==> src/rtl/tmds_decoder_if.sv <==
// Symbol input and decoded output bundle for tmds_decoder.
// With TMDS_DECODER_STATS_EN defined the bundle also carries lock_loss_count.
interface tmds_decoder_if;
  logic [9:0]  sym_in;
  logic        sym_valid;
  logic [7:0]  data_out;
  logic        c0;
  logic        c1;
  logic        de;
  logic        valid_out;
  logic        locked;
  logic [3:0]  offset;
`ifdef TMDS_DECODER_STATS_EN
  logic [15:0] lock_loss_count;

  modport master (
    output sym_in, sym_valid,
    input  data_out, c0, c1, de, valid_out, locked, offset, lock_loss_count
  );
  modport slave (
    input  sym_in, sym_valid,
    output data_out, c0, c1, de, valid_out, locked, offset, lock_loss_count
  );
`else
  modport master (
    output sym_in, sym_valid,
    input  data_out, c0, c1, de, valid_out, locked, offset
  );
  modport slave (
    input  sym_in, sym_valid,
    output data_out, c0, c1, de, valid_out, locked, offset
  );
`endif
endinterface

==> src/rtl/tmds_decoder.sv <==
// TMDS channel decoder: word alignment search/lock plus 10b->8b decode.
// Optional macro TMDS_DECODER_STATS_EN adds a saturating lock_loss_count output.
module tmds_decoder #(
  parameter int unsigned LOCK_RUN = 64,
  parameter int unsigned WINDOW   = 2048
) (
  input  logic          clk,
  input  logic          rst,
  tmds_decoder_if.slave bus
);

  localparam int unsigned RUN_W = $clog2(LOCK_RUN + 1);
  localparam int unsigned WIN_W = $clog2(WINDOW + 1);

  localparam logic [0:0] ST_SEARCH = 1'b0;
  localparam logic [0:0] ST_LOCKED = 1'b1;

  localparam logic [9:0] TOK_00 = 10'b1101010100;
  localparam logic [9:0] TOK_01 = 10'b0010101011;
  localparam logic [9:0] TOK_10 = 10'b0101010100;
  localparam logic [9:0] TOK_11 = 10'b1010101011;

  logic [0:0]       state_q, state_d;
  logic [RUN_W-1:0] run_q, run_d;
  logic [WIN_W-1:0] win_q, win_d;
  logic [3:0]       offset_q, offset_d;
  logic             loss_event;

  logic [9:0]       prev_q;
  logic [19:0]      stream;
  logic [9:0]       aligned;
  logic             aligned_tok;

  logic             s1_valid_q;
  logic [9:0]       s1_word_q;

  logic [7:0]       t_byte;
  logic [7:0]       x_byte;
  logic [7:0]       dec_byte;

  logic [7:0]       data_q;
  logic             c0_q, c1_q, de_q, valid_q;

  // Rotation window over the current and previous symbol (bit 0 oldest).
  assign stream      = {bus.sym_in, prev_q};
  assign aligned     = 10'(stream >> offset_q);
  assign aligned_tok = (aligned == TOK_00) || (aligned == TOK_01) ||
                       (aligned == TOK_10) || (aligned == TOK_11);

  // Alignment FSM state and counters.
  always_ff @(posedge clk) begin
    if (rst) begin
      state_q  <= ST_SEARCH;
      run_q    <= '0;
      win_q    <= '0;
      offset_q <= '0;
      prev_q   <= '0;
    end else begin
      state_q  <= state_d;
      run_q    <= run_d;
      win_q    <= win_d;
      offset_q <= offset_d;
      if (bus.sym_valid) prev_q <= bus.sym_in;
    end
  end

  // Next-state: qualifying token run wins over window expiry on the same symbol.
  always_comb begin
    state_d    = state_q;
    run_d      = run_q;
    win_d      = win_q;
    offset_d   = offset_q;
    loss_event = 1'b0;
    if (bus.sym_valid) begin
      if (!aligned_tok)                     run_d = '0;
      else if (run_q != RUN_W'(LOCK_RUN))   run_d = run_q + 1'b1;
      win_d = win_q + 1'b1;
      if (run_d == RUN_W'(LOCK_RUN)) begin
        state_d = ST_LOCKED;
        win_d   = '0;
      end else if (win_d == WIN_W'(WINDOW)) begin
        loss_event = (state_q == ST_LOCKED);
        state_d    = ST_SEARCH;
        offset_d   = (offset_q == 4'd9) ? 4'd0 : offset_q + 4'd1;
        run_d      = '0;
        win_d      = '0;
      end
    end
  end

  // Stage 1: capture the aligned word.
  always_ff @(posedge clk) begin
    if (rst) begin
      s1_valid_q <= 1'b0;
      s1_word_q  <= '0;
    end else begin
      s1_valid_q <= bus.sym_valid;
      if (bus.sym_valid) s1_word_q <= aligned;
    end
  end

  // Data-period decode of the stage-1 word.
  always_comb begin
    t_byte   = s1_word_q[9] ? ~s1_word_q[7:0] : s1_word_q[7:0];
    x_byte   = t_byte ^ {t_byte[6:0], 1'b0};
    dec_byte = s1_word_q[8] ? x_byte : {~x_byte[7:1], t_byte[0]};
  end

  // Stage 2: registered outputs, updated only alongside valid_out.
  always_ff @(posedge clk) begin
    if (rst) begin
      valid_q <= 1'b0;
      data_q  <= '0;
      de_q    <= 1'b0;
      c0_q    <= 1'b0;
      c1_q    <= 1'b0;
    end else begin
      valid_q <= s1_valid_q;
      if (s1_valid_q) begin
        de_q <= 1'b0;
        case (s1_word_q)
          TOK_00:  {c1_q, c0_q} <= 2'b00;
          TOK_01:  {c1_q, c0_q} <= 2'b01;
          TOK_10:  {c1_q, c0_q} <= 2'b10;
          TOK_11:  {c1_q, c0_q} <= 2'b11;
          default: begin
            de_q   <= 1'b1;
            data_q <= dec_byte;
          end
        endcase
      end
    end
  end

  assign bus.data_out  = data_q;
  assign bus.c0        = c0_q;
  assign bus.c1        = c1_q;
  assign bus.de        = de_q;
  assign bus.valid_out = valid_q;
  assign bus.locked    = (state_q == ST_LOCKED);
  assign bus.offset    = offset_q;

`ifdef TMDS_DECODER_STATS_EN
  logic [15:0] loss_cnt_q;

  // Saturating count of LOCKED->SEARCH transitions.
  always_ff @(posedge clk) begin
    if (rst)                                  loss_cnt_q <= '0;
    else if (loss_event && loss_cnt_q != 16'hFFFF) loss_cnt_q <= loss_cnt_q + 16'd1;
  end

  assign bus.lock_loss_count = loss_cnt_q;
`else
  logic unused_loss;
  assign unused_loss = loss_event;
`endif

endmodule
==> src/flat_wrapper.sv <==
// flat-port wrapper written by rule: the top's interface ports become plain ports
module tmds_decoder_flat 
#(
  parameter int unsigned LOCK_RUN = 64,
  parameter int unsigned WINDOW   = 2048
)
  (clk, rst, bus_sym_in, bus_sym_valid, bus_data_out, bus_c0, bus_c1, bus_de, bus_valid_out, bus_locked, bus_offset);
  tmds_decoder_if bus_i ();
  input  logic clk;
  input  logic rst;
  input wire logic [$bits(bus_i.sym_in)-1:0] bus_sym_in;
  input wire logic [$bits(bus_i.sym_valid)-1:0] bus_sym_valid;
  output wire logic [$bits(bus_i.data_out)-1:0] bus_data_out;
  output wire logic [$bits(bus_i.c0)-1:0] bus_c0;
  output wire logic [$bits(bus_i.c1)-1:0] bus_c1;
  output wire logic [$bits(bus_i.de)-1:0] bus_de;
  output wire logic [$bits(bus_i.valid_out)-1:0] bus_valid_out;
  output wire logic [$bits(bus_i.locked)-1:0] bus_locked;
  output wire logic [$bits(bus_i.offset)-1:0] bus_offset;
  assign bus_i.sym_in = bus_sym_in;
  assign bus_i.sym_valid = bus_sym_valid;
  assign bus_data_out = bus_i.data_out;
  assign bus_c0 = bus_i.c0;
  assign bus_c1 = bus_i.c1;
  assign bus_de = bus_i.de;
  assign bus_valid_out = bus_i.valid_out;
  assign bus_locked = bus_i.locked;
  assign bus_offset = bus_i.offset;
  tmds_decoder #(.LOCK_RUN(LOCK_RUN), .WINDOW(WINDOW)) u_core (.clk(clk), .rst(rst), .bus(bus_i));
endmodule
==> config.mk <==
export PLATFORM = sky130hd
export DESIGN_NAME = tmds_decoder_flat
export DESIGN_NICKNAME = d
export VERILOG_FILES = /design/src/rtl/tmds_decoder_if.sv /design/src/rtl/tmds_decoder.sv /design/src/flat_wrapper.sv
export SDC_FILE = /design/constraint.sdc
export NUM_CORES = 1
export LEC_CHECK = 0
export BUFFER_PORTS_ARGS = -buffer_cell sky130_fd_sc_hd__buf_4
export CORE_ASPECT_RATIO = 0.7
export CORE_MARGIN = 4
export CORE_UTILIZATION = 60
export CTS_BUF_LIST = sky130_fd_sc_hd__clkbuf_2
export DETAILED_ROUTE_END_ITERATION = 7
export PLACE_DENSITY_LB_ADDON = 0.3
export SLEW_MARGIN = 20
export SYNTH_ARGS = -nofsm -noshare
export SYNTH_HDL_FRONTEND = slang
export SYNTH_SLANG_ARGS = --single-unit
==> constraint.sdc <==
create_clock -name clk -period 3.25 [get_ports clk]
set_input_delay 0.1625 -clock clk [delete_from_list [all_inputs] [get_ports clk]]
set_output_delay 0.1625 -clock clk [all_outputs]
set_load 0.1 [all_outputs]
==> flow_metrics.env <==
export IMPL_status="complete, no violations"
export IMPL_viasPerCell=6.39
export IMPL_cp_arrival_ns=3.47
export IMPL_synth_top_area_share_pct=30.0
export IMPL_p_per_area_nw_per_um2=357
export IMPL_power_net_switching_uw=469
export IMPL_ys_seq_area_share_pct=30.0
export IMPL_grtUsageMet1_pct=37.4
export IMPL_path_class="register to register"
export IMPL_antenna_found_initial=0
export IMPL_p_comb_share_pct=16.4
export IMPL_nets=493
export IMPL_fin_crit_ns=3.05
export IMPL_syn_to_final_growth_pct=12.3
export IMPL_n_fill_cell=452
export IMPL_synthTopCellsByArea="dfxtp_1, mux2i_1, mux4_2, nor2_1, nand2_1"
export IMPL_cts_repair_resized=0
export IMPL_syn_avg_cell_area_sq_um=8.63
export IMPL_skew_ns=0.0105
export IMPL_clk_latency_ns=0.51
export IMPL_endpoint_kind="register"
export IMPL_p_leak_nw=1.53
export IMPL_yosys_cell_types_count=66
export IMPL_cp_startpoint="u_core.bus.offset[2]$_SDFFE_PP0P_"
export IMPL_cts_buffer_depth=2
export IMPL_placementRows=23
export IMPL_grt_pass1_wl_um=16100
export IMPL_regToRegSetupSlack_ns=0.20
export IMPL_gr_usage_all_layers_pct=27.2
export IMPL_postSynthCellCount=441
export IMPL_clock_fmax_mhz=328
export IMPL_synthFlopType="dfxtp_1"
export IMPL_start_util_pct=64.2
export IMPL_switching_share_pct=30.7
export IMPL_p_int_mw=1.06
export IMPL_grt_overflow_total=0
export IMPL_hpwl_um=6840
export IMPL_multi_input_area_sq_um=2460
export IMPL_die_w_um=103
export IMPL_finalSetupViolCount=0
export IMPL_drt_wl_total_um=9620
export IMPL_cts_sinks=57
export IMPL_maxCapViolCount=0
export IMPL_root_buffer="clkbuf_2"
export IMPL_ctsHoldBuffers=10
export IMPL_drv_slew=0
export IMPL_layout_drive_gt1_share_pct=17.9
export IMPL_synthArstFlopShare_pct=0
export IMPL_post_cts_buffers=0
export IMPL_r2r_start="u_core.bus.offset[2]$_SDFFE_PP0P_"
export IMPL_syn_num_nets=463
export IMPL_yosysTopAreaCell="dfxtp_1"
export IMPL_gr_usage_met3_pct=7.04
export IMPL_num_vias=3517
export IMPL_hold_path_class="input port to register"
export IMPL_core_sq_um=5930
export IMPL_grt_pass1_vias=3196
export IMPL_ios=30
export IMPL_r2r_end="u_core.bus.offset[2]$_SDFFE_PP0P_"
export IMPL_yosys_top_cells_count="dfxtp_1, nor2_1, nand2_1, mux2i_1, o21ai_0"
export IMPL_grt_setup_unrepaired="no"
export IMPL_numCtsBuffers=9
export IMPL_hold_viol=0
export IMPL_crit_required_ns=3.67
export IMPL_post_drt_wl_per_cell_um=17.5
export IMPL_grt_max_degree=48
export IMPL_die_area_sq_um=7700
export IMPL_synth_edf_count=0
export IMPL_tns_ns=0
export IMPL_ir_worst_vdd_v=0.000303
export IMPL_synth_seq_cells=57
export IMPL_maxSlewHeadroom_pct=39.1
export IMPL_ant_nets=0
export IMPL_holdWs_ns=0.0907
export IMPL_regArea_sq_um=1150
export IMPL_reg2regPathDepth=8
export IMPL_gp_congestion=0.944
export IMPL_seq_power_share_pct=48.8
export IMPL_worstMarginPinSlew_ns=0.910
export IMPL_endpoint="u_core.bus.offset[2]$_SDFFE_PP0P_"
export IMPL_clockPowerShare_pct=34.7
export IMPL_start_kind="register"
export IMPL_top_usage_layer="met2"
export IMPL_antenna_cells=0
export IMPL_synth_area_sq_um=3800
export IMPL_cts_tree="done"
export IMPL_yosysMostFrequentCell="dfxtp_1"
export IMPL_drc=0
export IMPL_yosys_warnings=0
export IMPL_drt_first_pass_iters=5
export IMPL_fin_crit_sh_pct=93.8
export IMPL_grtUsageMet2_pct=42.1
export IMPL_utilization_pct=72.1
export IMPL_fp_dieH_um=74.6
export IMPL_drt_iter0_drc=297
export IMPL_numPortBuffers=29
export IMPL_cp_max_fo=15
export IMPL_cts_max_level=3
export IMPL_clk_pin_slew_ns=0.17
-- cells in the final DEF, fill, tap and decap left out, types with 3 or more instances in the layout --
cell type,netlist,final
a211oi_1,12,12
a21oi_1,17,17
a22oi_1,3,3
a31oi_1,4,4
a32o_1,3,3
and3_1,4,4
buf_4,0,37
clkbuf_2,0,9
dfxtp_1,57,53
dfxtp_2,0,4
dlygate4sd3_1,0,10
ha_1,9,9
inv_1,17,17
mux2_2,5,5
mux2i_1,30,30
mux4_2,13,13
nand2_1,43,43
nand3_1,17,17
nand3b_1,4,4
nand4_1,3,3
nand4b_1,3,3
nor2_1,52,52
nor2b_1,3,3
nor3_1,6,6
nor3b_1,4,4
nor4_1,5,5
o211ai_1,9,9
o21ai_0,25,25
o31ai_1,3,3
xnor2_1,11,11
xor2_1,7,7
-- layout make-up --
cell class	instances	share of cell area, %
clock inverters	6	1.96
multi-input cells	338	57.5
flip-flops and latches	57	26.8
repair buffers	47	8.84
well taps	75	2.20
clock buffers	9	1.05
inverters	18	1.58
-- how the worst min path moves through the flow --
stage / to / cells past startpoint / from / slack (ns)
6_report: u_core.prev_q[3]$_SDFFE_PP0P_ / 2 / rst / 0.09
5_1_grt: u_core.s1_word_q[2]$_SDFFE_PP0P_ / 3 / bus_sym_valid / 0.06
4_1_cts: u_core.prev_q[3]$_SDFFE_PP0P_ / 2 / rst / 0.06
3_5_place_dp: u_core.prev_q[6]$_SDFFE_PP0P_ / 3 / bus_sym_in[6] / 0.45
3_3_place_gp: u_core.prev_q[6]$_SDFFE_PP0P_ / 3 / bus_sym_in[6] / 0.43
2_1_floorplan: u_core.prev_q[0]$_SDFFE_PP0P_ / 2 / bus_sym_in[0] / 0.31
-- state kept, by name (all words and copies together), names as in the netlist --
| signal | count |
|---|---|
| u_core.bus.c1 | 1 |
| u_core.bus.de | 1 |
| u_core.s1_valid_q | 1 |
| u_core.bus.data_out | 8 |
| u_core.bus.c0 | 1 |
| u_core.win_q | 12 |
| u_core.prev_q | 10 |
| u_core.bus.valid_out | 1 |
| u_core.s1_word_q | 10 |
| u_core.bus.offset | 4 |
| u_core.run_q | 7 |
| u_core.bus.locked | 1 |
-- cell families after synthesis --
| kind of cell | after synthesis | synth area share, % |
|---|---|---|
| AOI/OAI and AO/OA | 100 | 18.5 |
| DFF | 57 | 30.0 |
| buffers and inverters | 46 | 5.36 |
| muxes | 50 | 18.0 |
| xor gates and xnor gates | 18 | 4.14 |
| and+or+nand+nor | 161 | 21.1 |
| adders and majority gates | 9 | 2.96 |
-- power by group through the flow --
stage / Clock [mW] / Sequential, mW / Combinational (mW)
global route: 0.570 / 0.750 / 0.270
CTS: 0.540 / 0.745 / 0.249
global placement: 0 / 0.759 / 0.234
floorplan: 0 / 0.817 / 0.116
detailed placement: 0 / 0.760 / 0.238
finish: 0.530 / 0.746 / 0.251
-- metal layers --
layer | vias to the layer above | wire (um)
met5 | - | 0
met4 | 0 | 146
met3 | 21 | 746
met2 | 144 | 4320
met1 | 1668 | 4410
li1 | 1684 | -
-- stage by stage --
step | power [mW] | worst slack [ns] | cells | instance area (sq um)
6_report | 1.53 | 0.200 | 550 | 4270
5_1_grt | 1.59 | 0.0757 | 550 | 4270
4_1_cts | 1.53 | 0.206 | 550 | 4270
3_5_place_dp | 0.998 | 0.234 | 525 | 4040
3_3_place_gp | 0.992 | 0.310 | 525 | 4040
2_1_floorplan | 0.933 | 0.0662 | 441 | 3810
-- critical path: stages, from the launching register on --
cell,delay (ns)
dfxtp_2,0.58
mux4_2,0.56
mux2i_1,0.22
o211a_1,0.26
nand3_1,0.10
or4b_4,0.57
a21o_4,0.27
nand4_2,0.09
mux2_1,0.31
Power figures use the tool's default switching activity.
